`src/rtl/eve_pkg.sv`:
```
// Shared EvE definitions: gene layout, Config fields, LFSR taps and the
// crossover FSM state type.
package eve_pkg;

  localparam int HDR_MSB   = 63;
  localparam int HDR_LSB   = 32;
  localparam int WEIGHT_W  = 8;
  localparam int N_WEIGHTS = 4;

  localparam int CFG_BIAS_LSB  = 0;
  localparam int CFG_BIAS_W    = 8;
  localparam int CFG_RSVD_LSB  = 8;
  localparam int CFG_RSVD_W    = 8;
  localparam int CFG_BROOD_LSB = 16;
  localparam int CFG_BROOD_W   = 16;

  localparam int              LFSR_W      = 36;
  localparam int              LFSR_TAP_HI = 35;
  localparam int              LFSR_TAP_LO = 24;
  localparam logic [LFSR_W-1:0] LFSR_RESET = 36'h1;

  typedef enum logic {
    ST_IDLE  = 1'b0,
    ST_BREED = 1'b1
  } xo_state_e;

endpackage

```
`src/rtl/eve_lfsr36.sv`:
```
// 36-bit Fibonacci LFSR (x^36 + x^25 + 1) with step enable and seed load.
// A zero seed would lock the register, so it is replaced by the reset value.
module eve_lfsr36
  import eve_pkg::*;
(
  input  logic              clk_i,
  input  logic              rst_ni,
  input  logic              step_i,
  input  logic              load_i,
  input  logic [LFSR_W-1:0] seed_i,
  output logic [LFSR_W-1:0] state_o
);

  logic [LFSR_W-1:0] state_q;
  logic [LFSR_W-1:0] state_d;

  always_comb begin
    state_d = state_q;
    if (load_i) begin
      state_d = (seed_i == '0) ? LFSR_RESET : seed_i;
    end else if (step_i) begin
      state_d = {state_q[LFSR_W-2:0], state_q[LFSR_TAP_HI] ^ state_q[LFSR_TAP_LO]};
    end
  end

  always_ff @(posedge clk_i or negedge rst_ni) begin
    if (!rst_ni) begin
      state_q <= LFSR_RESET;
    end else begin
      state_q <= state_d;
    end
  end

  assign state_o = state_q;

endmodule

```
`src/rtl/mux_2to1_8bit.sv`:
```
// Byte-wide two-input multiplexer: sel_i=1 picks b_i.
module mux_2to1_8bit (
  input  logic       sel_i,
  input  logic [7:0] a_i,
  input  logic [7:0] b_i,
  output logic [7:0] y_o
);

  assign y_o = sel_i ? b_i : a_i;

endmodule

```
`src/rtl/eve_crossover_engine.sv`:
```
// EvE crossover stage: takes a parent pair, emits a brood of per-byte
// crossover children, each tagged with the LFSR word used to build it.
module eve_crossover_engine
  import eve_pkg::*;
#(
  parameter int GENE_W = 64,
  parameter int RAND_W = 36
) (
  input  logic              Clk,
  input  logic              Reset_n,
  input  logic [GENE_W-1:0] ParentA,
  input  logic [GENE_W-1:0] ParentB,
  input  logic [15:0]       FitA,
  input  logic [15:0]       FitB,
  input  logic [31:0]       Config,
  input  logic              InValid,
  output logic              InReady,
  input  logic              SeedLoad,
  input  logic [RAND_W-1:0] Seed,
  output logic [GENE_W-1:0] Crossover,
  output logic [RAND_W-1:0] Rand,
  output logic              LastChild,
  output logic              OutValid,
  input  logic              OutReady
);

  xo_state_e               state_q, state_d;
  logic [GENE_W-1:0]       fit_q, fit_d;
  logic [GENE_W-1:0]       oth_q, oth_d;
  logic [CFG_BIAS_W-1:0]   bias_q, bias_d;
  logic [CFG_BROOD_W-1:0]  last_idx_q, last_idx_d;
  logic [CFG_BROOD_W-1:0]  cnt_q, cnt_d;
  logic [GENE_W-1:0]       crossover_q, crossover_d;
  logic [RAND_W-1:0]       rand_q, rand_d;
  logic                    last_q, last_d;
  logic                    out_valid_q, out_valid_d;

  logic [RAND_W-1:0]       lfsr_state;
  logic                    gen;
  logic                    seed_load;
  logic [CFG_BIAS_W-1:0]   cfg_bias;
  logic [CFG_BROOD_W-1:0]  cfg_brood;
  logic [N_WEIGHTS-1:0]    byte_sel;
  logic [N_WEIGHTS*WEIGHT_W-1:0] child_weights;
  logic [GENE_W-1:0]       child_gene;
  logic                    unused_cfg_rsvd;

  assign cfg_bias        = Config[CFG_BIAS_LSB +: CFG_BIAS_W];
  assign cfg_brood       = Config[CFG_BROOD_LSB +: CFG_BROOD_W];
  assign unused_cfg_rsvd = ^Config[CFG_RSVD_LSB +: CFG_RSVD_W];

  assign InReady   = (state_q == ST_IDLE);
  assign gen       = (state_q == ST_BREED) && (!out_valid_q || OutReady);
  // A reseed racing an acceptance would perturb the brood being started.
  assign seed_load = (state_q == ST_IDLE) && SeedLoad && !InValid;

  eve_lfsr36 u_lfsr (
    .clk_i   (Clk),
    .rst_ni  (Reset_n),
    .step_i  (gen),
    .load_i  (seed_load),
    .seed_i  (Seed),
    .state_o (lfsr_state)
  );

  for (genvar gi = 0; gi < N_WEIGHTS; gi++) begin : g_weight
    assign byte_sel[gi] = (lfsr_state[gi*WEIGHT_W +: WEIGHT_W] < bias_q);

    mux_2to1_8bit u_mux (
      .sel_i (byte_sel[gi]),
      .a_i   (oth_q[gi*WEIGHT_W +: WEIGHT_W]),
      .b_i   (fit_q[gi*WEIGHT_W +: WEIGHT_W]),
      .y_o   (child_weights[gi*WEIGHT_W +: WEIGHT_W])
    );
  end

  assign child_gene = {fit_q[HDR_MSB:HDR_LSB], child_weights};

  always_comb begin
    state_d     = state_q;
    fit_d       = fit_q;
    oth_d       = oth_q;
    bias_d      = bias_q;
    last_idx_d  = last_idx_q;
    cnt_d       = cnt_q;
    crossover_d = crossover_q;
    rand_d      = rand_q;
    last_d      = last_q;
    out_valid_d = out_valid_q;

    if (OutReady) begin
      out_valid_d = 1'b0;
    end

    unique case (state_q)
      ST_IDLE: begin
        if (InValid) begin
          // Fitness is resolved once here so the datapath only sees F and O.
          if (FitA >= FitB) begin
            fit_d = ParentA;
            oth_d = ParentB;
          end else begin
            fit_d = ParentB;
            oth_d = ParentA;
          end
          bias_d     = cfg_bias;
          last_idx_d = (cfg_brood == '0) ? '0 : cfg_brood - 16'd1;
          cnt_d      = '0;
          state_d    = ST_BREED;
        end
      end
      ST_BREED: begin
        if (gen) begin
          crossover_d = child_gene;
          rand_d      = lfsr_state;
          last_d      = (cnt_q == last_idx_q);
          out_valid_d = 1'b1;
          cnt_d       = cnt_q + 16'd1;
          if (cnt_q == last_idx_q) begin
            state_d = ST_IDLE;
          end
        end
      end
      default: state_d = ST_IDLE;
    endcase
  end

  always_ff @(posedge Clk or negedge Reset_n) begin
    if (!Reset_n) begin
      state_q     <= ST_IDLE;
      fit_q       <= '0;
      oth_q       <= '0;
      bias_q      <= '0;
      last_idx_q  <= '0;
      cnt_q       <= '0;
      crossover_q <= '0;
      rand_q      <= '0;
      last_q      <= 1'b0;
      out_valid_q <= 1'b0;
    end else begin
      state_q     <= state_d;
      fit_q       <= fit_d;
      oth_q       <= oth_d;
      bias_q      <= bias_d;
      last_idx_q  <= last_idx_d;
      cnt_q       <= cnt_d;
      crossover_q <= crossover_d;
      rand_q      <= rand_d;
      last_q      <= last_d;
      out_valid_q <= out_valid_d;
    end
  end

  assign Crossover = crossover_q;
  assign Rand      = rand_q;
  assign LastChild = last_q;
  assign OutValid  = out_valid_q;

endmodule

```
`config.mk`:
```
export PLATFORM = sky130hd
export DESIGN_NAME = eve_crossover_engine
export DESIGN_NICKNAME = d
export VERILOG_FILES = /design/src/rtl/eve_pkg.sv /design/src/rtl/eve_lfsr36.sv /design/src/rtl/mux_2to1_8bit.sv /design/src/rtl/eve_crossover_engine.sv
export SDC_FILE = /design/constraint.sdc
export NUM_CORES = 1
export LEC_CHECK = 0
export CAP_MARGIN = 20
export CELL_PAD_IN_SITES_DETAIL_PLACEMENT = 1
export CELL_PAD_IN_SITES_GLOBAL_PLACEMENT = 2
export CORE_UTILIZATION = 32
export DETAILED_ROUTE_END_ITERATION = 7
export PLACE_DENSITY = 0.86
export SLEW_MARGIN = 40
export SYNTH_ARGS = -nofsm -noshare
export SYNTH_HDL_FRONTEND = slang
export SYNTH_HIERARCHICAL = 1
export SYNTH_SLANG_ARGS = --single-unit
```
`constraint.sdc`:
```
create_clock -name Clk -period 6.6 [get_ports Clk]
set_input_delay 0.66 -clock Clk [delete_from_list [all_inputs] [get_ports Clk]]
set_output_delay 0.66 -clock Clk [all_outputs]
set_load 0.01 [all_outputs]
```
==> run metrics <==
initial drt markers=471; yosys warns=6; Final setup viols=0; Yosys cell types=46; placed insts=2351; clk_skew=12.9 ps; most common cell after layout, fill and taps aside=nand2_1; Slew HR=0.499; Pleak=approximately 8.5 nW; RD Place Congestion=~0.8; footprint of the multi-input gates=~6500 µm²; Max Cap Violations=0; HPWL after DPL=about 31000 µm; clock share of power=0.247; port bufs=roughly 330; CTS tree=built; Setup CP Type=primary input to flop; final hold slack=between 400 and 500 ps; multiplexer area fraction after synthesis=0.0671; CP Max Fanout=between 60 and 70; PD cells=a little over 400 nW/µm²; Synth Net Count=about 1.8k; final setup margin=between 2000 and 3000 ps; synth top area cells=dfrtp_1 (49%), nand2_1 (16%), o211ai_1 (5.2%), ha_1 (4.2%), mux2_4 (3.5%); cells after synthesis=roughly 1.5k; dpl cell area=17700 µm²; sequential share of power=0.379; Fill cells=roughly 4.8k; area of the die=about 44000 µm²; Fin Setup TNS=0 ps; Setup crit start kind=primary input; required time of the worst setup path=around 7000 ps; HP Class=flop to flop; complex-gate fraction of the synthesized area=0.0944; layout cells sized above 1=0.0687; Main synth FF type=dfrtp_1; Post-Route WL=between 40000 and 50000 µm; status=finished clean; Max Freq=271 MHz; DR vias=12.0k; Hold Vio Cnt, Final=0; switching share of total power=0.342; Comb power frac=0.374; drt wl/cell=18.4 µm; total grt overflow=0; via density per instance=4.97; adder-cell share of the synthesized area=0.0424; number of global-route vias before repair=roughly 13k; VDD IR-drop max=147 µV; die span in x=210 µm; RSZ-0062 raised after global routing=false; Clock transition at path regs=60 ps; starting density of the core=0.328; TritonRoute pass-1 iters=4; Worst EP arrival=roughly 4000 ps; clock latency on the worst-skew pair=approximately 530 ps; CTS max path bufs=3; xor and xnor area share after synthesis=0.0190; sequential element share of the synthesized area=0.496; GRT Util Overall=0.202; worst slew pin tran=approximately 750 ps; P_int=roughly 5.2 mW; crit end category=flop; number of flops mapped to enable cells by yosys=0; final non-filler cell total=about 2.4k; Final Cycle Share=0.559; largest family of logic cells by synthesized area=simple AND/OR/NAND/NOR gates; FF/Latch Area=6880 µm²; # IOs=336; Avg Cell Area, Syn=about 9.1 µm²; Synth async-reset ratio=1.00; Synth top area share=0.495; global-route wire length before repair=between 70000 and 80000 µm; DRC=0; Pins Over Slew Limit=0; dpl ws=roughly 2300 ps; clock root cell=clkbuf_16; clk sink count=between 200 and 300; Core Footprint=42300 µm²; remaining antenna violation count=0; Rows=75; htree depth=2; Syn-to-layout area delta=36.7%; Die Ht=210 µm; largest net degree at the start of global routing=156; Yosys reg bits=approximately 280; Final Util=0.448; CTS Buf Count=34; NetSw=between 2 and 3 mW; Post-Syn Area=between 10000 and 15000 µm²; crit path time final=3690 ps; most frequent cells in the layout=nand2_1 (577), clkdlybuf4s50_1 (326), dfrtp_1 (274), o211ai_1 (96), or3_1 (64); Synth area leader=dfrtp_1; initial antenna violation count=4; Post-CTS Setup Inserts=0; total power=just under 8 mW; Total Nets Final=about 2.1k; post-route cell area=approximately 19000 µm²; Simple-Gate Fraction of Synth Area=0.238
==> synth_stat cells, types with 8 or more instances <==
library cell,count
dfrtp_1,274
nor4_1,10
o211ai_1,96
xor2_1,22
inv_1,28
o21ai_0,53
clkbuf_1,70
xnor2_1,8
buf_6,13
nor2_1,25
mux2_4,32
ha_1,47
mux2i_1,45
a21oi_1,14
nor3_1,10
or3_1,64
nand3_1,13
nand4_1,40
o21ai_1,21
nand2_1,579
==> critical path, cell delays in order <==
cell             delay, ps
clkdlybuf4s50_1        450
inv_1                   40
ha_1                   290
a21oi_1                190
o21ai_1                160
a311o_2                570
buf_16                 230
buf_8                  150
nor2_4                 420
buf_4                  640
o211ai_1               200
==> kinds of logic after synthesis <==
group | Yosys count
AOI/OAI and AO/OA | 202
xor gates and xnor gates | 30
adders and majority gates | 47
buffers and inverters | 128
DFF | 275
muxes | 77
and+or+nand+nor | 768
==> power by group through the flow <==
| stage | logic, mW | clock network, mW | registers, mW |
|---|---|---|---|
| 4_1_cts | 2.99 | 1.99 | 2.98 |
| 5_1_grt | 3.26 | 2.07 | 3.07 |
| 3_5_place_dp | 2.97 | 0 | 3.00 |
| 6_report | 2.93 | 1.93 | 2.97 |
| 2_1_floorplan | 1.61 | 0 | 2.97 |
| 3_3_place_gp | 2.84 | 0 | 2.96 |
==> area by class of cell <==
class,count,area share
Sequential cell,275,0.363
Tap cell,577,0.0381
Timing Repair Buffer,348,0.189
Clock buffer,50,0.0562
Clock inverter,7,0.00482
Multi-Input combinational cell,1124,0.342
Antenna cell,1,0.000132
Inverter,29,0.00614
==> repair_timing <==
item	CTS	global route
hold buffers	1	0
gates resized for setup	0	0
endpoints found under the hold margin	8	0
==> registers in the layout (all words and copies together) (netlist names) <==
register / flops
OutValid: 1
LastChild: 1
oth_q: 32
bias_q: 8
state_q: 1
u_lfsr/state_o: 36
cnt_q: 16
Rand: 36
Crossover: 64
last_idx_q: 16
fit_q: 64
==> final timing paths <==
kind	from	endpoint	slack [ps]	cells past startpoint
worst max-delay path	FitB[5]	oth_q[6]$_DFFE_PN0P_	2910	11
worst min register to register	fit_q[62]$_DFFE_PN0P_	Crossover[62]$_DFFE_PN0P_	460	2
min in group asynchronous	Reset_n	Rand[17]$_DFFE_PN0P_	520	2
worst max register to register	OutValid$_DFF_PN0_	cnt_q[15]$_DFFE_PN0P_	3890	7
max in group asynchronous	Reset_n	oth_q[29]$_DFFE_PN0P_	4630	5
worst min-delay path	fit_q[62]$_DFFE_PN0P_	Crossover[62]$_DFFE_PN0P_	460	2
==> layer usage <==
| layer | routed length, µm | vias up | GRT usage |
|---|---|---|---|
| met5 | 35 | - | 0 |
| met1 | 19400 | 5904 | 0.254 |
| met2 | 21400 | 245 | 0.340 |
| met4 | 1220 | 6 | 0.0654 |
| li1 | - | 5741 | - |
| met3 | 2430 | 76 | 0.0504 |
Note: power is estimated with default switching activity, not from simulation.
